$ cat src/rtl/lives_hud_manager.sv
// Player life tracker with bonus lives and post-hit invulnerability, plus a
// row-of-icons HUD renderer that plots one pixel per cycle on the VGA plot bus.
module lives_hud_manager #(
    parameter int          MAX_LIVES     = 5,
    parameter int          START_LIVES   = 3,
    parameter int          ICON_W        = 4,
    parameter int          ICON_H        = 4,
    parameter int          X0            = 2,
    parameter int          Y0            = 2,
    parameter int          SPACING       = 6,
    parameter logic [2:0]  LIVE_COLOUR   = 3'b100,
    parameter logic [2:0]  DEAD_COLOUR   = 3'b000,
    parameter int          INVULN_CYCLES = 8,
    localparam int         LW            = $clog2(MAX_LIVES + 1)
) (
    input  logic          clk,
    input  logic          resetn,
    input  logic          enable,
    input  logic          lose_a_life,
    input  logic          gain_a_life,
    output logic          idle,
    output logic          game_over,
    output logic [LW-1:0] lives,
    output logic [7:0]    x_out,
    output logic [6:0]    y_out,
    output logic [2:0]    colour_out,
    output logic          write_out
);

    localparam int SW  = (MAX_LIVES > 1) ? $clog2(MAX_LIVES) : 1;
    localparam int PXW = (ICON_W > 1) ? $clog2(ICON_W) : 1;
    localparam int PYW = (ICON_H > 1) ? $clog2(ICON_H) : 1;
    localparam int IW  = (INVULN_CYCLES > 0) ? $clog2(INVULN_CYCLES + 1) : 1;

    localparam logic [1:0] S_IDLE = 2'd0;
    localparam logic [1:0] S_DRAW = 2'd1;
    localparam logic [1:0] S_DONE = 2'd2;

    // ------------------------------------------------------------------
    // Life bookkeeping
    // ------------------------------------------------------------------
    logic [LW-1:0] lives_reg, lives_next;
    logic          game_over_reg, game_over_next;
    logic [IW-1:0] invuln_reg, invuln_next;
    logic          pending_reg, pending_next;
    logic          life_changed;

    logic [1:0]    state_reg;
    logic          draw_start;

    always_comb begin
        lives_next     = lives_reg;
        game_over_next = game_over_reg;
        invuln_next    = (invuln_reg != '0) ? invuln_reg - IW'(1) : invuln_reg;
        life_changed   = 1'b0;
        if (!game_over_reg) begin
            if (lose_a_life && !gain_a_life) begin
                if (invuln_reg == '0 && lives_reg != '0) begin
                    lives_next   = lives_reg - LW'(1);
                    invuln_next  = IW'(INVULN_CYCLES);
                    life_changed = 1'b1;
                    if (lives_reg == LW'(1)) begin
                        game_over_next = 1'b1;
                    end
                end
            end else if (gain_a_life && !lose_a_life) begin
                if (lives_reg != LW'(MAX_LIVES)) begin
                    lives_next   = lives_reg + LW'(1);
                    life_changed = 1'b1;
                end
            end
        end
    end

    assign draw_start = (state_reg == S_IDLE) && (enable || pending_reg);

    // A change landing on the same edge a frame starts must survive the clear,
    // otherwise the frame just begun would show the stale count forever.
    always_comb begin
        pending_next = pending_reg;
        if (life_changed) begin
            pending_next = 1'b1;
        end else if (draw_start) begin
            pending_next = 1'b0;
        end
    end

    always_ff @(posedge clk or negedge resetn) begin
        if (!resetn) begin
            lives_reg     <= LW'(START_LIVES);
            game_over_reg <= 1'b0;
            invuln_reg    <= '0;
            pending_reg   <= 1'b0;
        end else begin
            lives_reg     <= lives_next;
            game_over_reg <= game_over_next;
            invuln_reg    <= invuln_next;
            pending_reg   <= pending_next;
        end
    end

    // ------------------------------------------------------------------
    // Icon renderer
    // ------------------------------------------------------------------
    logic [SW-1:0]  slot_reg;
    logic [PYW-1:0] py_reg;
    logic [PXW-1:0] px_reg;
    logic           last_reg;
    logic [LW-1:0]  snap_reg;
    logic [7:0]     x_reg;
    logic [6:0]     y_reg;
    logic [2:0]     colour_reg;
    logic           write_reg;

    logic [7:0]     x_calc;
    logic [6:0]     y_calc;
    logic [2:0]     colour_calc;
    logic           px_end, py_end, slot_end, at_last;

    assign x_calc      = 8'(X0 + SPACING * int'(slot_reg) + int'(px_reg));
    assign y_calc      = 7'(Y0 + int'(py_reg));
    assign colour_calc = (int'(slot_reg) < int'(snap_reg)) ? LIVE_COLOUR : DEAD_COLOUR;

    assign px_end   = (int'(px_reg) == ICON_W - 1);
    assign py_end   = (int'(py_reg) == ICON_H - 1);
    assign slot_end = (int'(slot_reg) == MAX_LIVES - 1);
    assign at_last  = px_end && py_end && slot_end;

    // last_reg marks that the final pixel is on the bus; the following DRAW
    // cycle drops write_out so DONE is a clean non-writing cycle.
    always_ff @(posedge clk or negedge resetn) begin
        if (!resetn) begin
            state_reg  <= S_IDLE;
            slot_reg   <= '0;
            py_reg     <= '0;
            px_reg     <= '0;
            last_reg   <= 1'b0;
            snap_reg   <= '0;
            x_reg      <= '0;
            y_reg      <= '0;
            colour_reg <= '0;
            write_reg  <= 1'b0;
        end else begin
            case (state_reg)
                S_IDLE: begin
                    write_reg <= 1'b0;
                    if (draw_start) begin
                        state_reg <= S_DRAW;
                        snap_reg  <= lives_reg;
                        slot_reg  <= '0;
                        py_reg    <= '0;
                        px_reg    <= '0;
                        last_reg  <= 1'b0;
                    end
                end
                S_DRAW: begin
                    if (last_reg) begin
                        write_reg <= 1'b0;
                        last_reg  <= 1'b0;
                        state_reg <= S_DONE;
                    end else begin
                        write_reg  <= 1'b1;
                        x_reg      <= x_calc;
                        y_reg      <= y_calc;
                        colour_reg <= colour_calc;
                        last_reg   <= at_last;
                        if (px_end) begin
                            px_reg <= '0;
                            if (py_end) begin
                                py_reg   <= '0;
                                slot_reg <= slot_reg + SW'(1);
                            end else begin
                                py_reg <= py_reg + PYW'(1);
                            end
                        end else begin
                            px_reg <= px_reg + PXW'(1);
                        end
                    end
                end
                S_DONE: begin
                    write_reg <= 1'b0;
                    state_reg <= S_IDLE;
                end
                default: begin
                    write_reg <= 1'b0;
                    state_reg <= S_IDLE;
                end
            endcase
        end
    end

    assign idle       = (state_reg == S_IDLE);
    assign game_over  = game_over_reg;
    assign lives      = lives_reg;
    assign x_out      = x_reg;
    assign y_out      = y_reg;
    assign colour_out = colour_reg;
    assign write_out  = write_reg;

endmodule

$ cat config.mk
export PLATFORM = sky130hd
export DESIGN_NAME = lives_hud_manager
export DESIGN_NICKNAME = d
export VERILOG_FILES = /design/src/rtl/lives_hud_manager.sv
export SDC_FILE = /design/constraint.sdc
export NUM_CORES = 1
export LEC_CHECK = 0
export ABC_AREA = 1
export CAP_MARGIN = 20
export CORE_ASPECT_RATIO = 1.1
export CORE_MARGIN = 10
export CORE_UTILIZATION = 40
export DETAILED_ROUTE_END_ITERATION = 8
export PLACE_DENSITY = 0.7
export SETUP_SLACK_MARGIN = 0.5
export SLEW_MARGIN = 10
export SYNTH_ARGS = -nofsm -noshare
export SYNTH_HDL_FRONTEND = slang
export SYNTH_SLANG_ARGS = --single-unit
$ cat constraint.sdc
create_clock -name clk -period 3.84 [get_ports clk]
set_input_delay 0.768 -clock clk [delete_from_list [all_inputs] [get_ports clk]]
set_output_delay 0.768 -clock clk [all_outputs]
set_load 0.01 [all_outputs]
Yosys cells after proc, flatten, opt, wreduce, memory -nomap -nowiden
Index checks and enable logic that the tools add are counted.
{ "word_totals": {"in_bits": 5, "output_inout_bits": 24, "wordCells": 104, "regBits": 41} }
{ "classes": {"n_bitwise": 2, "order_cmp": 1, "multipliers": 1, "addsub": 9, "n_eq_ne": 12, "n_mux": 40, "n_reduce_logical": 25} }
{ "op_table": {"columns": ["operator", "count"], "rows": [
  ["$mux 3", 9],
  ["$mux 2", 8],
  ["$mux 4", 4],
  ["$mux 1", 14],
  ["$pmux 2 s2", 3],
  ["$add 7x2->8", 1],
  ["$ne 2x2->1 const B", 4],
  ["$reduce_and 2->1", 4],
  ["$reduce_and 4->1", 2],
  ["$reduce_bool 2->1", 4],
  ["$add 2x6->7 const A", 1],
  ["$add 3x1->3 const B", 2],
  ["$eq 2x1->1 const B", 3],
  ["$logic_and 1x1->1", 6],
  ["$pmux 3 s2", 1],
  ["$mul 2x3->5 const A", 1],
  ["$reduce_and 5->1", 1],
  ["$add 2x1->2 const B", 2],
  ["$logic_not 4->1", 1],
  ["$ne 2x1->1 const B", 2],
  ["$reduce_bool 4->1", 1],
  ["$sub 4x1->4 const B", 1],
  ["$add 2x2->3 const A", 1],
  ["$eq 3x1->1 const B", 1],
  ["other kinds (11)", 13]
]} }

Longest topological paths before layout
{ "depth": {"word_depth": 6, "mapped_depth": 10, "ltp_nobuf": 10} }

Worst setup path before layout
OpenSTA, ideal clock, no wires.
{ "synth_path": {"path_kind": "input to register", "startpoint": "input port gain_a_life", "endpoint": "register lives_reg[2] (netlist: lives[2])", "required_ns": 3.722, "path_slack_ns": 2.194, "t_arrival_ns": 1.528, "setup_time_ns": 0.118, "stages": 8, "path_cell_list": "inv_1 > ha_1 > buf_2 > nor2_1 > nor2_1 > nand3_1 > nand2_1 > nand2_1"} }
{ "synth_between": {"elab_chain_len": 4, "word_cells_on_any_way": 8} }
{ "synth_rtl": {"columns": ["item", "line_no", "source"], "rows": [
  ["start, declared", "20", "input logic gain_a_life,"],
  ["$logic_not 1->1", "57", "if (lose_a_life && !gain_a_life) begin"],
  ["$logic_and 1x1->1", "57", null],
  ["$ne 2x1->1 (no source line) or $reduce_bool 2->1 (tied branches)", null, null],
  ["$reduce_and 4->1 (no source line)", null, null],
  ["end signal, assigned", "90", "lives_reg <= LW'(START_LIVES);"],
  ["end signal, assigned", "95", "lives_reg <= lives_next;"],
  ["end, declared", "42", "logic [LW-1:0] lives_reg, lives_next;"]
]} }
Several ways; a longest one is shown, not always the timed one.
A chain may end at the register's enable or synchronous reset.

Final worst setup path
{ "layout_path": {"startpoint": "register state_reg[1]", "endpoint": "output port idle"} }
{ "layout_between": {"elab_chain_len": 1} }
{ "layout_rtl": {"columns": ["item", "line_no", "source"], "rows": [
  ["start, declared", "48", "logic [1:0] state_reg;"],
  ["start signal, assigned", "133", "state_reg <= S_IDLE;"],
  ["start signal, assigned", "148", "state_reg <= S_DRAW;"],
  ["start signal, assigned", "160", "state_reg <= S_DONE;"],
  ["$logic_not 2->1", "192", "assign idle = (state_reg == S_IDLE);"],
  ["end, declared", "21", "output logic idle,"]
]} }
No other way between the ends.

==> impl_metrics.prom <==
# TYPE chip_impl_metric gauge
chip_impl_info{name="outcome",value="finished clean"} 1
chip_impl_metric{name="grt_first_pass_wirelength",unit="um"} 6134
chip_impl_metric{name="path_max_fanout",unit=""} 4
chip_impl_metric{name="syn-mean-instance-area",unit="um^2"} 8.580
chip_impl_metric{name="area_growth",unit="%"} 20.18
chip_impl_metric{name="synthesis.area",unit="mm^2"} 0.001922
chip_impl_metric{name="final_design_area_no_fill",unit="mm^2"} 0.002310
chip_impl_metric{name="cell_area_reported_after_detailed_placement",unit="mm^2"} 0.002167
chip_impl_metric{name="finalWirelength",unit="um"} 3412
chip_impl_metric{name="total_power_per_unit_cell_area",unit="mW/mm^2"} 339.7
chip_impl_metric{name="seq_area",unit="um^2"} 853.3
chip_impl_metric{name="chipWidth",unit="um"} 86.09
chip_impl_metric{name="grt_max_degree",unit=""} 35
chip_impl_metric{name="ys_ff_latch",unit=""} 34
chip_impl_metric{name="reg2reg_slack",unit="ps"} 2070
chip_impl_metric{name="grt_antenna_before_repair",unit=""} 0
chip_impl_metric{name="largest_register_ffs",unit=""} 7
chip_impl_metric{name="peak_freq",unit="MHz"} 450.2
chip_impl_metric{name="cts-buffers-inserted",unit=""} 5
chip_impl_metric{name="filler_cell_count",unit=""} 456
chip_impl_metric{name="cellInternalPower",unit="mW"} 0.6413
chip_impl_metric{name="floorplan.die.height",unit="um"} 92.70
chip_impl_info{name="critical_path.startpoint_type",value="flip-flop"} 1
chip_impl_metric{name="fin_total_pwr",unit="mW"} 0.7847
chip_impl_info{name="rsz_0062_raised_after_global_routing",value="false"} 1
chip_impl_metric{name="ys.warnings.count",unit=""} 0
chip_impl_metric{name="die-area",unit="mm^2"} 0.007981
chip_impl_info{name="hold_path_startpoint",value="y_out[1]"} 1
chip_impl_info{name="crit_path_start",value="state_reg[1]"} 1
chip_impl_metric{name="cts_hold_buf",unit=""} 0
chip_impl_metric{name="final_hold_viol_count",unit=""} 0
chip_impl_metric{name="fin_tns_setup",unit="ps"} 0
chip_impl_metric{name="setup_ws",unit="ps"} 1619
chip_impl_info{name="crit-reg2reg-capture",value="x_out[5]"} 1
chip_impl_metric{name="postCtsSetupRepairBufs",unit=""} 0
chip_impl_metric{name="sequentialPowerShare",unit=""} 0.456
chip_impl_metric{name="layout.nets",unit=""} 274
chip_impl_metric{name="clkPwrFrac",unit=""} 0.517
chip_impl_metric{name="io_buffers",unit=""} 21
chip_impl_metric{name="drt-wirelength-per-cell",unit="um"} 11.11
chip_impl_metric{name="gp_routability_congestion",unit=""} 0.7906
chip_impl_metric{name="worst-r2r-cell-count",unit=""} 6
chip_impl_metric{name="finished_core_util",unit=""} 0.4965
chip_impl_metric{name="dpl.hpwl",unit="um"} 2576
chip_impl_info{name="critical_path.endpoint_type",value="output port"} 1
chip_impl_info{name="holdCritPathClass",value="reg -> reg"} 1
chip_impl_metric{name="clk_pin_slew",unit="ps"} 70
chip_impl_metric{name="maxSlewViolCount",unit=""} 0
chip_impl_metric{name="detail_route.drc_violations",unit=""} 0
chip_impl_metric{name="grt.overflow.total",unit=""} 0
chip_impl_metric{name="power.switching_fraction",unit=""} 0.1827
chip_impl_metric{name="fp.coreArea",unit="mm^2"} 0.004652
chip_impl_metric{name="core.rowCount",unit=""} 26
chip_impl_info{name="cts_root_buf",value="clkbuf_8"} 1
chip_impl_metric{name="layout_worst_path_cycle_share",unit=""} 0.5785
chip_impl_metric{name="combined_area_of_the_multi_input_logic_cells",unit="um^2"} 900.9
chip_impl_metric{name="antenna_cells_inserted",unit=""} 0
chip_impl_metric{name="static-leakage-power",unit="nW"} 1.160
chip_impl_metric{name="ctsHtreeMaxLevel",unit=""} 2
chip_impl_metric{name="vias_in_the_first_global_route",unit=""} 1407
chip_impl_metric{name="layout-drive-gt1-share",unit=""} 0.09163
chip_impl_metric{name="io_pins",unit=""} 29
chip_impl_metric{name="viasPerCell",unit=""} 4.674
chip_impl_metric{name="vdd_drop_max",unit="mV"} 0.1586
chip_impl_metric{name="switching_power",unit="mW"} 0.1434
chip_impl_metric{name="globalRouteTotalUtil",unit=""} 0.09319
chip_impl_metric{name="cts_resized",unit=""} 0
chip_impl_metric{name="post-place-ws",unit="ps"} 1592
chip_impl_metric{name="clock_skew",unit="ps"} 3.168
chip_impl_metric{name="timing.critical_path.required",unit="ps"} 3070
chip_impl_metric{name="max_cap_violations",unit=""} 0
chip_impl_metric{name="report.final.setup_viol",unit=""} 0
chip_impl_metric{name="start_util",unit=""} 0.4131
chip_impl_metric{name="synth_cells",unit=""} 224
chip_impl_metric{name="detailroute.via_count",unit=""} 1435
chip_impl_info{name="tritoncts",value="yes"} 1
chip_impl_metric{name="final_cell_count_no_fill",unit=""} 307
chip_impl_metric{name="post_synthesis_cell_type_count",unit=""} 25
chip_impl_metric{name="clk-insertion-delay-late",unit="ps"} 290
chip_impl_metric{name="synth_seq_area_share",unit=""} 0.4440
chip_impl_metric{name="holdWs",unit="ps"} 478.1
chip_impl_metric{name="dr.first_iter.drc_count",unit=""} 56
chip_impl_info{name="worstSetupEndpoint",value="idle"} 1
chip_impl_metric{name="cts.path.max_buffers",unit=""} 2
chip_impl_metric{name="fin_crit",unit="ps"} 2221
chip_impl_metric{name="dr.pass1.iters",unit=""} 4
chip_impl_metric{name="clock_sinks",unit=""} 34
chip_impl_metric{name="critPathArrivalTime",unit="ps"} 1450
chip_impl_info{name="worst-setup-path-type",value="reg -> out"} 1
chip_impl_metric{name="dp.cells",unit=""} 299
chip_impl_metric{name="detail-route-antenna-nets",unit=""} 0
chip_impl_metric{name="power_frac_comb",unit=""} 0.027
chip_impl_info{name="reg2reg_from",value="slot_reg[1]"} 1
==> worst max-delay path: stages, from the launching register on <==
cell	delay, ps
dfrtp_1	430
nor2_1	170
clkdlybuf4s50_1	570
==> power by group through the flow <==
stage	registers, mW	clock network (mW)	logic (mW)
6_report	0.358	0.405	0.0211
5_1_grt	0.358	0.434	0.0252
4_1_cts	0.358	0.421	0.0216
3_5_place_dp	0.365	0	0.0216
3_3_place_gp	0.365	0	0.0212
2_1_floorplan	0.365	0	0.0137
==> layer usage <==
metal / share of wire / vias to the layer above / routed length (um) / global-route usage
met5: 0 / - / 0 / 0
met4: 0.018 / 0 / 62 / 0.04121
met3: 0.084 / 7 / 288 / 0.04645
met2: 0.44 / 29 / 1488 / 0.1427
met1: 0.46 / 655 / 1573 / 0.1066
li1: - / 744 / - / -
==> cell type report <==
type	instances	share of cell area
inverters	32	0.05417
multi-input cells	155	0.3900
repair buffers	22	0.09426
flip-flops and latches	34	0.3694
clock buffers	6	0.03575
clock inverters	2	0.02600
well taps	56	0.03034
==> cell families (layout without fill, tap and decap cells) <==
group / after synthesis / count (layout) / share of synthesized area
flops: 34 / 34 / 0.4440
other cells: 1 / 7 / 0.001951
buf+inv: 41 / 62 / 0.09896
fa+ha+maj: 19 / 19 / 0.1276
xor+xnor: 2 / 2 / 0.009116
compound gates: 29 / 29 / 0.08789
simple gates: 98 / 98 / 0.2305
==> cells in the mapped netlist (all sizes together) <==
cell	instances	share of area
fa	1	0.010
conb	1	0.0020
or2	1	0.0033
o21ai	23	0.070
and2	1	0.0033
dfstp	2	0.027
ha	18	0.12
nand2	64	0.14
dfrtp	32	0.42
o21a	1	0.0039
a21oi	4	0.010
buf	9	0.034
nor3	2	0.0052
nand4	5	0.016
inv	31	0.061
xor2	2	0.0091
nand3	14	0.036
o211ai	1	0.0039
nor2	11	0.025
clkinv	1	0.0046
==> layout by cell type, fill, tap and decap left out, drive strengths merged, types with 2 or more instances in the layout <==
cell           Yosys  layout
nand3             14      14
dfstp              2       2
xor2               2       2
nand4              5       5
dfrtp             32      32
clkdlybuf4s50      0      21
nand2             64      64
nor3               2       2
a21oi              4       4
inv               31      31
bufinv             0       2
nor2              11      11
conb               1       7
clkbuf             0       6
o21ai             23      23
ha                18      18
==> worst min-delay path by stage <==
stage / to / slack (ps) / depth (start not counted)
finish: y_out[1] / 480 / 2
global route: x_out[1] / 500 / 2
CTS: y_out[1] / 480 / 2
detailed placement: y_out[1] / 460 / 2
global placement: x_out[3] / 460 / 2
floorplan: snap_reg[1] / 450 / 2
Power figures use the tool's default switching activity.
